<file path="config.mk">
export PLATFORM = sky130hd
export DESIGN_NAME = cdce_cfg_sequencer
export DESIGN_NICKNAME = d
export VERILOG_FILES = /design/src/rtl/cajipci_pkg.sv /design/src/rtl/cdce_cfg_sequencer_tbl_ram.sv /design/src/rtl/cdce_cfg_sequencer.sv
export SDC_FILE = /design/constraint.sdc
export NUM_CORES = 1
export LEC_CHECK = 0
export BUFFER_PORTS_ARGS = -buffer_cell sky130_fd_sc_hd__clkbuf_2
export CORE_MARGIN = 3
export CORE_UTILIZATION = 50
export CTS_BUF_LIST = sky130_fd_sc_hd__clkbuf_4 sky130_fd_sc_hd__clkbuf_8
export DETAILED_ROUTE_END_ITERATION = 6
export PLACE_DENSITY = 0.73
export SYNTH_ARGS = -nofsm -noshare
export SYNTH_HDL_FRONTEND = slang
export SYNTH_SLANG_ARGS = --single-unit
</file>
<file path="constraint.sdc">
create_clock -name i_board_clock -period 7.9 [get_ports i_board_clock]
set_input_delay 0.395 -clock i_board_clock [delete_from_list [all_inputs] [get_ports i_board_clock]]
set_output_delay 0.395 -clock i_board_clock [all_outputs]
set_load 0.01 [all_outputs]
</file>
<file path="src/rtl/cajipci_pkg.sv">
// Shared constants and types for the CDCE62005 configuration sequencer.
package cajipci_pkg;

  // Low nibble that turns an SPI word into a CDCE62005 register read command
  localparam logic [3:0] CDCE_RD_CMD = 4'hE;

  // Chip-select codes understood by SPI_Master
  localparam logic [1:0] SPI_SEL_NONE = 2'd0;
  localparam logic [1:0] SPI_SEL_CDCE = 2'd1;
  localparam logic [1:0] SPI_SEL_ADC  = 2'd2;
  localparam logic [1:0] SPI_SEL_AUX  = 2'd3;

  typedef enum logic [3:0] {
    ST_IDLE     = 4'd0,
    ST_WR_ISSUE = 4'd1,
    ST_WR_WAIT  = 4'd2,
    ST_GAP      = 4'd3,
    ST_RD_ISSUE = 4'd4,
    ST_RD_WAIT  = 4'd5,
    ST_DM_ISSUE = 4'd6,
    ST_DM_WAIT  = 4'd7,
    ST_CMP      = 4'd8,
    ST_NEXT     = 4'd9,
    ST_FINISH   = 4'd10
  } seq_state_e;

  // Read command word for a given CDCE register address
  function automatic logic [31:0] cdce_rd_word(input logic [3:0] reg_addr);
    return {24'h00_0000, reg_addr, CDCE_RD_CMD};
  endfunction

endpackage

</file>
<file path="src/rtl/cdce_cfg_sequencer_tbl_ram.sv">
// Register table: DEPTH x 32 distributed RAM, one write port, one registered
// read port. A write to the address being read is forwarded so that a table
// write in the same cycle as GO is seen by the first issue.
module cfg_tbl_ram #(
  parameter int DEPTH = 9,
  parameter int AW    = 4
) (
  input  logic          i_clk,
  input  logic          i_we,
  input  logic [AW-1:0] i_waddr,
  input  logic [31:0]   i_wdata,
  input  logic [AW-1:0] i_raddr,
  output logic [31:0]   o_rdata
);

  logic [31:0] r_mem [DEPTH];
  logic [31:0] r_rdata;

  // Table storage write and write-forwarding registered read
  always_ff @(posedge i_clk) begin
    if (i_we && (int'(i_waddr) < DEPTH)) begin
      r_mem[i_waddr] <= i_wdata;
    end
    if (i_we && (i_waddr == i_raddr)) begin
      r_rdata <= i_wdata;
    end else begin
      r_rdata <= r_mem[i_raddr];
    end
  end

  assign o_rdata = r_rdata;

endmodule

</file>
<file path="src/rtl/cdce_cfg_sequencer.sv">
// Walks the register table and drives SPI_Master to program a CDCE62005,
// optionally reading every entry back and flagging the first mismatch or
// SPI timeout.
module cdce_cfg_sequencer
  import cajipci_pkg::*;
#(
  parameter int          DEPTH      = 9,
  parameter bit          VERIFY     = 1'b1,
  parameter int          GAP_CYC    = 8,
  parameter logic [15:0] TIMEOUT    = 16'hFFFF,
  parameter logic [31:0] READ_DUMMY = 32'h0000_000E,
  localparam int         AW         = $clog2(DEPTH)
) (
  input  logic          i_board_clock,
  input  logic          i_rst_n,
  input  logic          i_tbl_we,
  input  logic [AW-1:0] i_tbl_addr,
  input  logic [31:0]   i_tbl_data,
  input  logic [1:0]    i_cfg_sel,
  input  logic          i_go,
  output logic          o_busy,
  output logic          o_done,
  output logic          o_err,
  output logic [AW-1:0] o_err_idx,
  output logic          o_err_to,
  output logic [31:0]   o_spi,
  output logic [1:0]    o_spi_sel,
  output logic          o_spi_star,
  input  logic          i_spi_done,
  input  logic [31:0]   i_spi
);

  seq_state_e    r_state;
  seq_state_e    r_gap_ret;
  logic [AW-1:0] r_idx;
  logic [15:0]   r_wait;
  logic [15:0]   r_gap;
  logic [27:0]   r_rdback;
  logic          r_busy;
  logic          r_done;
  logic          r_err;
  logic          r_err_to;
  logic [AW-1:0] r_err_idx;
  logic [31:0]   r_spi;
  logic [1:0]    r_sel;
  logic          r_star;

  logic          w_tbl_we;
  logic [31:0]   w_tbl_q;
  logic          w_unused;

  // The table is frozen while a sequence runs
  assign w_tbl_we = i_tbl_we & (r_state == ST_IDLE);
  // Address nibble of the readback word is never compared
  assign w_unused = ^i_spi[3:0];

  cfg_tbl_ram #(
    .DEPTH (DEPTH),
    .AW    (AW)
  ) u_tbl (
    .i_clk   (i_board_clock),
    .i_we    (w_tbl_we),
    .i_waddr (i_tbl_addr),
    .i_wdata (i_tbl_data),
    .i_raddr (r_idx),
    .o_rdata (w_tbl_q)
  );

  // Sequencer FSM with gap/timeout counters, error capture and registered outputs
  always_ff @(posedge i_board_clock) begin
    if (!i_rst_n) begin
      r_state   <= ST_IDLE;
      r_gap_ret <= ST_IDLE;
      r_idx     <= '0;
      r_wait    <= 16'd0;
      r_gap     <= 16'd0;
      r_rdback  <= 28'd0;
      r_busy    <= 1'b0;
      r_done    <= 1'b0;
      r_err     <= 1'b0;
      r_err_to  <= 1'b0;
      r_err_idx <= '0;
      r_spi     <= 32'd0;
      r_sel     <= 2'd0;
      r_star    <= 1'b0;
    end else begin
      r_star <= 1'b0;
      r_done <= 1'b0;
      case (r_state)
        ST_IDLE: begin
          if (i_go) begin
            r_busy    <= 1'b1;
            r_err     <= 1'b0;
            r_err_to  <= 1'b0;
            r_err_idx <= '0;
            r_sel     <= i_cfg_sel;
            r_state   <= ST_WR_ISSUE;
          end
        end
        ST_WR_ISSUE: begin
          r_spi   <= w_tbl_q;
          r_star  <= 1'b1;
          r_wait  <= 16'd0;
          r_state <= ST_WR_WAIT;
        end
        ST_RD_ISSUE: begin
          r_spi   <= cdce_rd_word(w_tbl_q[3:0]);
          r_star  <= 1'b1;
          r_wait  <= 16'd0;
          r_state <= ST_RD_WAIT;
        end
        ST_DM_ISSUE: begin
          r_spi   <= READ_DUMMY;
          r_star  <= 1'b1;
          r_wait  <= 16'd0;
          r_state <= ST_DM_WAIT;
        end
        ST_WR_WAIT, ST_RD_WAIT, ST_DM_WAIT: begin
          // A completion in the timeout cycle wins over the timeout
          if (i_spi_done) begin
            case (r_state)
              ST_WR_WAIT: begin
                if (VERIFY) begin
                  r_gap     <= 16'd0;
                  r_gap_ret <= ST_RD_ISSUE;
                  r_state   <= ST_GAP;
                end else begin
                  r_state <= ST_NEXT;
                end
              end
              ST_RD_WAIT: begin
                r_gap     <= 16'd0;
                r_gap_ret <= ST_DM_ISSUE;
                r_state   <= ST_GAP;
              end
              default: begin
                r_rdback <= i_spi[31:4];
                r_state  <= ST_CMP;
              end
            endcase
          end else if (r_wait == (TIMEOUT - 16'd1)) begin
            if (!r_err) begin
              r_err     <= 1'b1;
              r_err_to  <= 1'b1;
              r_err_idx <= r_idx;
            end
            r_state <= ST_FINISH;
          end else begin
            r_wait <= r_wait + 16'd1;
          end
        end
        ST_GAP: begin
          if (r_gap == 16'(GAP_CYC - 1)) begin
            r_state <= r_gap_ret;
          end else begin
            r_gap <= r_gap + 16'd1;
          end
        end
        ST_CMP: begin
          if ((r_rdback != w_tbl_q[31:4]) && !r_err) begin
            r_err     <= 1'b1;
            r_err_to  <= 1'b0;
            r_err_idx <= r_idx;
          end
          r_state <= ST_NEXT;
        end
        ST_NEXT: begin
          if (r_idx == AW'(DEPTH - 1)) begin
            r_state <= ST_FINISH;
          end else begin
            r_idx     <= r_idx + AW'(1);
            r_gap     <= 16'd0;
            r_gap_ret <= ST_WR_ISSUE;
            r_state   <= ST_GAP;
          end
        end
        ST_FINISH: begin
          r_done  <= 1'b1;
          r_busy  <= 1'b0;
          r_idx   <= '0;
          r_state <= ST_IDLE;
        end
        default: begin
          r_busy  <= 1'b0;
          r_idx   <= '0;
          r_state <= ST_IDLE;
        end
      endcase
    end
  end

  assign o_busy     = r_busy;
  assign o_done     = r_done;
  assign o_err      = r_err;
  assign o_err_idx  = r_err_idx;
  assign o_err_to   = r_err_to;
  assign o_spi      = r_spi;
  assign o_spi_sel  = r_sel;
  assign o_spi_star = r_star;

endmodule
</file>
### Word-level counts from Yosys, hierarchy flattened

Memories as Yosys holds them, arrays and structs flattened. A register that Yosys moved wholly into a read port is not among the register bits.
Cells that the tools add are included.

* flip-flop bits (word level): 147
* RAM bits: 288
* input bits: 75
* output and inout bits: 43
* logic and storage cells: 124
* memories kept: 1

Memories
* u_tbl.r_mem: depth 9, bits a word 32, read ports 1, clocked after Yosys merged registers in 1, write ports 1, RTL line cdce_cfg_sequencer_tbl_ram.sv:16 `logic [31:0] r_mem [DEPTH];`

* add/subtract/negate cells: 3
* $lt $le $gt $ge: 1
* eq/ne operators: 28
* multiplexer cells: 47
* bitwise operators: 4
* reduce and logical (&&, ||, !) cells: 25

Operators by type and width (count)
* 16-bit 2-to-1 mux: 6
* 32-bit case mux with 3 select lines: 1
* 4-bit 2-to-1 mux: 16
* 16-bit case mux with 3 select lines: 1
* 16-bit by 1-bit adder with 16-bit output, second input constant: 2
* 32-bit 2-to-1 mux: 1
* 16-bit case mux with 2 select lines: 1
* 4-bit case mux with 8 select lines: 1
* 28-bit inequality test: 1
* 4-bit case mux with 2 select lines: 3
* 2-bit inequality test, second input constant: 11
* 9-bit OR reduction: 2
* 16-bit equality test, second input constant: 1
* 16-bit by 3-bit equality test with 1-bit output, second input constant: 1
* 4-bit by 3-bit equality test with 1-bit output, second input constant: 4
* 4-bit equality test, second input constant: 4
* 1-bit 2-to-1 mux: 13
* 4-bit case mux with 3 select lines: 1
* 5-bit AND reduction: 2
* 3-bit AND reduction: 3
* 3-bit nonzero test: 3
* 4-bit by 2-bit equality test with 1-bit output, second input constant: 2
* 3-bit inequality test, second input constant: 2
* 1-bit case mux with 3 select lines: 2
* other kinds (16): 24

### Longest topological paths before layout

* depth after elaboration: 6
* gate-level depth with buffers: 9
* depth with buffers taken out: 8

### By module

From an unflattened synthesis, not the netlist that was laid out.

* cell total of the unflattened synthesis: 1244
* area, all modules: 17311.6 sq um

Modules (own cells, without submodules)
* cfg_tbl_ram: times used 1, cells an instance 644, area an instance 12032.8 sq um, sequential area each 9288.9 sq um
* cdce_cfg_sequencer: times used 1, cells an instance 600, area an instance 5278.8 sq um, sequential area each 2282.2 sq um

### Worst setup path before layout

Ideal clock, no wire load.

* path type: register to register
* start: register r_state[3]
* end: memory u_tbl.r_mem[8][0], enable pin
* library setup time: 0.505 ns
* arrival time: 4.068 ns
* data required time: 7.395 ns
* path slack: 3.327 ns
* stages on the path, launching flop included: 4
* path buffers: 0
* period minus slack after synthesis: 4.573 ns
* cell sequence: dfxtp_1 -> nor4_4 -> nand2_1 -> nor4_1

* longest elaborated chain between the ends: 5

RTL lines
* start: declaration: RTL line cdce_cfg_sequencer.sv:33 `seq_state_e r_state;`
* start signal: assignment: RTL line cdce_cfg_sequencer.sv:154 `r_state <= r_gap_ret;`
* 4-bit logical NOT: RTL line cdce_cfg_sequencer.sv:53 `assign w_tbl_we = i_tbl_we & (r_state == ST_IDLE);`
* 1-bit bitwise AND: RTL line cdce_cfg_sequencer.sv:53
* 1-bit logical AND: RTL line cdce_cfg_sequencer_tbl_ram.sv:21 `if (i_we && (int'(i_waddr) < DEPTH)) begin`
* 1-bit 2-to-1 mux: RTL line cdce_cfg_sequencer_tbl_ram.sv:21
* 1-bit 2-to-1 mux (implied by the code): RTL line cdce_cfg_sequencer_tbl_ram.sv:22 `r_mem[i_waddr] <= i_wdata;`
* end: declaration: RTL line cdce_cfg_sequencer_tbl_ram.sv:16

No other way between the ends.

### Final worst setup path

* start: register r_state[3]
* end: memory u_tbl.r_mem[0][4], enable pin

Same word-level chain as after synthesis.

==> key figures <==
Floorplan
  – Die height: 191.3 microns
  – Ports: 118
  – Initial Util: 50.94%
  – Num rows: 67
  – Placeable Area: 0.03370 sq mm
  – Die width: 191.3 microns
  – DIE AREA: 0.03659 sq mm

STA
  – Worst hold margin: 0.03916 ns
  – Tmin final: 3.087 ns
  – Worst slew margin: 30.49%
  – Final setup fails: 0
  – Crit share post-route: 39.07%
  – Fin. Hold Viols: 0
  – Unrepaired setup endpoints after global routing: false
  – Setup TNS: 0 ns
  – Max-slew violations: 0
  – Worst-margin pin slew: 1.043 ns
  – Max Fclk: 324.0 MHz
  – Clock skew: 0.03281 ns

Synthesis
  – Post-synth EDFFs: 288
  – Synthesized area per cell: 14.56 sq um
  – Syn Nets: 1259
  – Synth Register Bits: 438
  – Distinct cells, synth: 61
  – Yosys warns: 0
  – Ys async rst share: 0%
  – Cells after synthesis: 1179
  – Post-synthesis sequential area ratio: 67.88%
  – Ys flop type: edfxtp_1
  – Netlist Area Pre-Place: 0.01717 sq mm

Global route
  – Vias in the first global route: 10128
  – Antenna violations before repair: 2
  – GRT overflow: 0
  – Largest net degree at the start of global routing: 65
  – Total GRT Usage: 21.08%
  – First-pass GRT wire length: 58520 microns

Route
  – Wirelength per Cell: 20.88 microns
  – Drt via density: 5.560
  – DR vias: 10169
  – WL final: 38190 microns
  – Drt first pass iters: 6
  – Antenna Nets Post-Route: 0
  – Initial DRC count: 919
  – DRC: 0

CTS
  – Clock sinks: 438
  – Clock buffer depth: 3
  – CTS tree: done
  – Cts bufs inserted: 70
  – Hold-fix buffers, CTS: 0
  – Clock root cell: clkbuf_8
  – Clock Latency Late Sink: 0.59 ns
  – H-tree depth: 3
  – Post-CTS Setup Bufs: 0
  – Post-CTS Resized: 0
  – Reg clk slew, reported paths: 0.06 ns

Critical path
  – FF-to-FF path depth: 5
  – Crit path max fanout: 32
  – Critical path type: flop to flop
  – Crit end category: flop
  – Worst EP required: 8.11 ns
  – Critical path startpoint category: flop
  – Worst Path Arrival: 3.29 ns

Place
  – Placed Area: 0.01823 sq mm
  – Detailed placement HPWL: 22320 microns
  – Post-placement cell count: 1698
  – Number of port buffers: 113
  – GP Congestion: 0.7504

Layout
  – Fin area: 0.01970 sq mm
  – Layout net count: 1402
  – Util after Layout: 58.45%
  – Area grow syn2layout: 14.75%
  – Finished Layout Cells: 1829
  – Fraction of layout cells with a size suffix above 1: 25.65%

Run status
  – Outcome: finished clean

Run
  – Max Cap Viol: 0

Power
  – Leak Pwr: 6.595 nW
  – VDD IR max: 0.1284 mV
  – Cell Pwr Density: 259.8 mW/mm^2

Worst hold path
  – Worst hold stages: 3
  – Hold crit path type: primary input to flop
-- layout make-up --
cell class                 count  area [sq um]
antenna                        1         2.502
clock inverter                32         250.2
inverter                       7         26.28
tap                          448         560.5
fill                        2638         14000
multi-input combinational    673          5279
sequential                   438         11660
timing repair buffer         132         708.2
clock buffer                  98          1211
-- through the flow --
| step | total power, mW | setup slack, ns |
|---|---|---|
| 5_1_grt | 5.321 | 4.625 |
| 3_3_place_gp | 3.184 | 4.839 |
| 4_1_cts | 5.161 | 4.788 |
| 2_1_floorplan | 3.000 | 3.327 |
| 6_report | 5.116 | 4.813 |
| 3_5_place_dp | 3.197 | 4.820 |
-- cells in the mapped netlist (5+ instances only) --
cell | instances | area, sq um
a21boi_0 | 36 | 270.3
a21oi_1 | 42 | 210.2
a22o_1 | 24 | 210.2
and3_1 | 5 | 31.28
buf_1 | 10 | 37.54
buf_2 | 17 | 85.08
clkbuf_1 | 30 | 112.6
dfxtp_1 | 150 | 3003
edfxtp_1 | 288 | 8648
ha_1 | 5 | 62.56
inv_1 | 7 | 26.28
mux2i_1 | 39 | 390.4
mux4_2 | 64 | 1441
nand2_1 | 132 | 495.5
nand3_1 | 13 | 65.06
nand4_1 | 15 | 93.84
nor2_1 | 90 | 337.8
nor2b_1 | 10 | 62.56
nor3_1 | 18 | 90.09
nor4_1 | 12 | 75.07
o21ai_0 | 34 | 170.2
o221a_2 | 8 | 90.09
xnor2_1 | 34 | 297.8
xor2_1 | 28 | 245.2
-- cell usage in the layout, fill, tap and decap left out, drive strengths merged, types with 3 or more instances in the layout --
cell type,netlist,layout
a21boi,37,37
a21oi,44,44
a22o,24,24
a31oi,3,3
and2,3,3
and3,5,5
buf,31,19
bufinv,0,3
clkbuf,30,211
clkinv,0,22
clkinvlp,0,5
dfxtp,150,150
edfxtp,288,288
ha,5,5
inv,7,9
mux2i,39,39
mux4,64,64
nand2,132,132
nand2b,4,4
nand3,13,13
nand4,15,15
nor2,90,90
nor2b,10,10
nor3,19,19
nor3b,4,4
nor4,19,19
o21ai,37,37
o221a,8,8
o22ai,4,4
or2,3,3
or3,4,4
xnor2,34,34
xor2,28,28
-- final timing paths --
| check | from | endpoint | slack [ns] |
|---|---|---|---|
| hold / removal | i_spi[14] | r_rdback[10]$_SDFFE_PN0P_ | 0.04 |
| setup reg to reg | r_state[3]$_SDFFE_PN0P_ | u_tbl.r_mem[0][4]$_DFFE_PP_ | 4.81 |
| hold reg to reg | o_err_idx[0]$_SDFFE_PN0P_ | o_err_idx[0]$_SDFFE_PN0P_ | 0.46 |
| setup / recovery | r_state[3]$_SDFFE_PN0P_ | u_tbl.r_mem[0][4]$_DFFE_PP_ | 4.81 |
-- cells by family (layout without fill, tap and decap cells) --
kind of cell,count (synthesis),in the layout,synth area share (%)
other,0,1,0
XOR/XNOR,62,62,3.164
AND/OR/NAND/NOR,331,331,9.286
adder cells (fa/ha/maj),5,5,0.3645
AO/OA/AOI/OAI,172,172,6.896
multiplexers,103,103,10.67
flip-flops,438,438,67.88
buffers and inverters,68,269,1.742
-- power breakdown --
part	internal, mW	switching, mW
Clock	1.10	0.866
Sequential	2.55	0.0855
Combinational	0.201	0.316
Total	3.85	1.27
-- registers in the layout (all words and copies together) (netlist names), 2 cells and up, named ones only --
register and count:
r_state 4, u_tbl.r_mem 288, r_gap 16, r_wait 16, u_tbl.o_rdata 32, o_err_idx 4
r_idx 4, o_spi_sel 2, o_spi 32, r_rdback 28, r_gap_ret 3
-- worst max-delay path, cell delays in order, from the launching register on --
cell and delay (ns):
dfxtp_1 0.59, nor4_4 0.64, nand2_1 0.25, or3_1 0.52
nor3_2 0.15, buf_4 0.54
-- metal layers --
metal / vias to the layer above / track usage [%] / part of all wire (%)
li1: 4746 / - / -
met1: 5027 / 28.92 / 43
met2: 334 / 33.91 / 48
met3: 60 / 5.006 / 7.0
met4: 2 / 6.012 / 2.1
met5: - / 0 / 0.029
No activity file was read; power rests on OpenSTA's default activity.
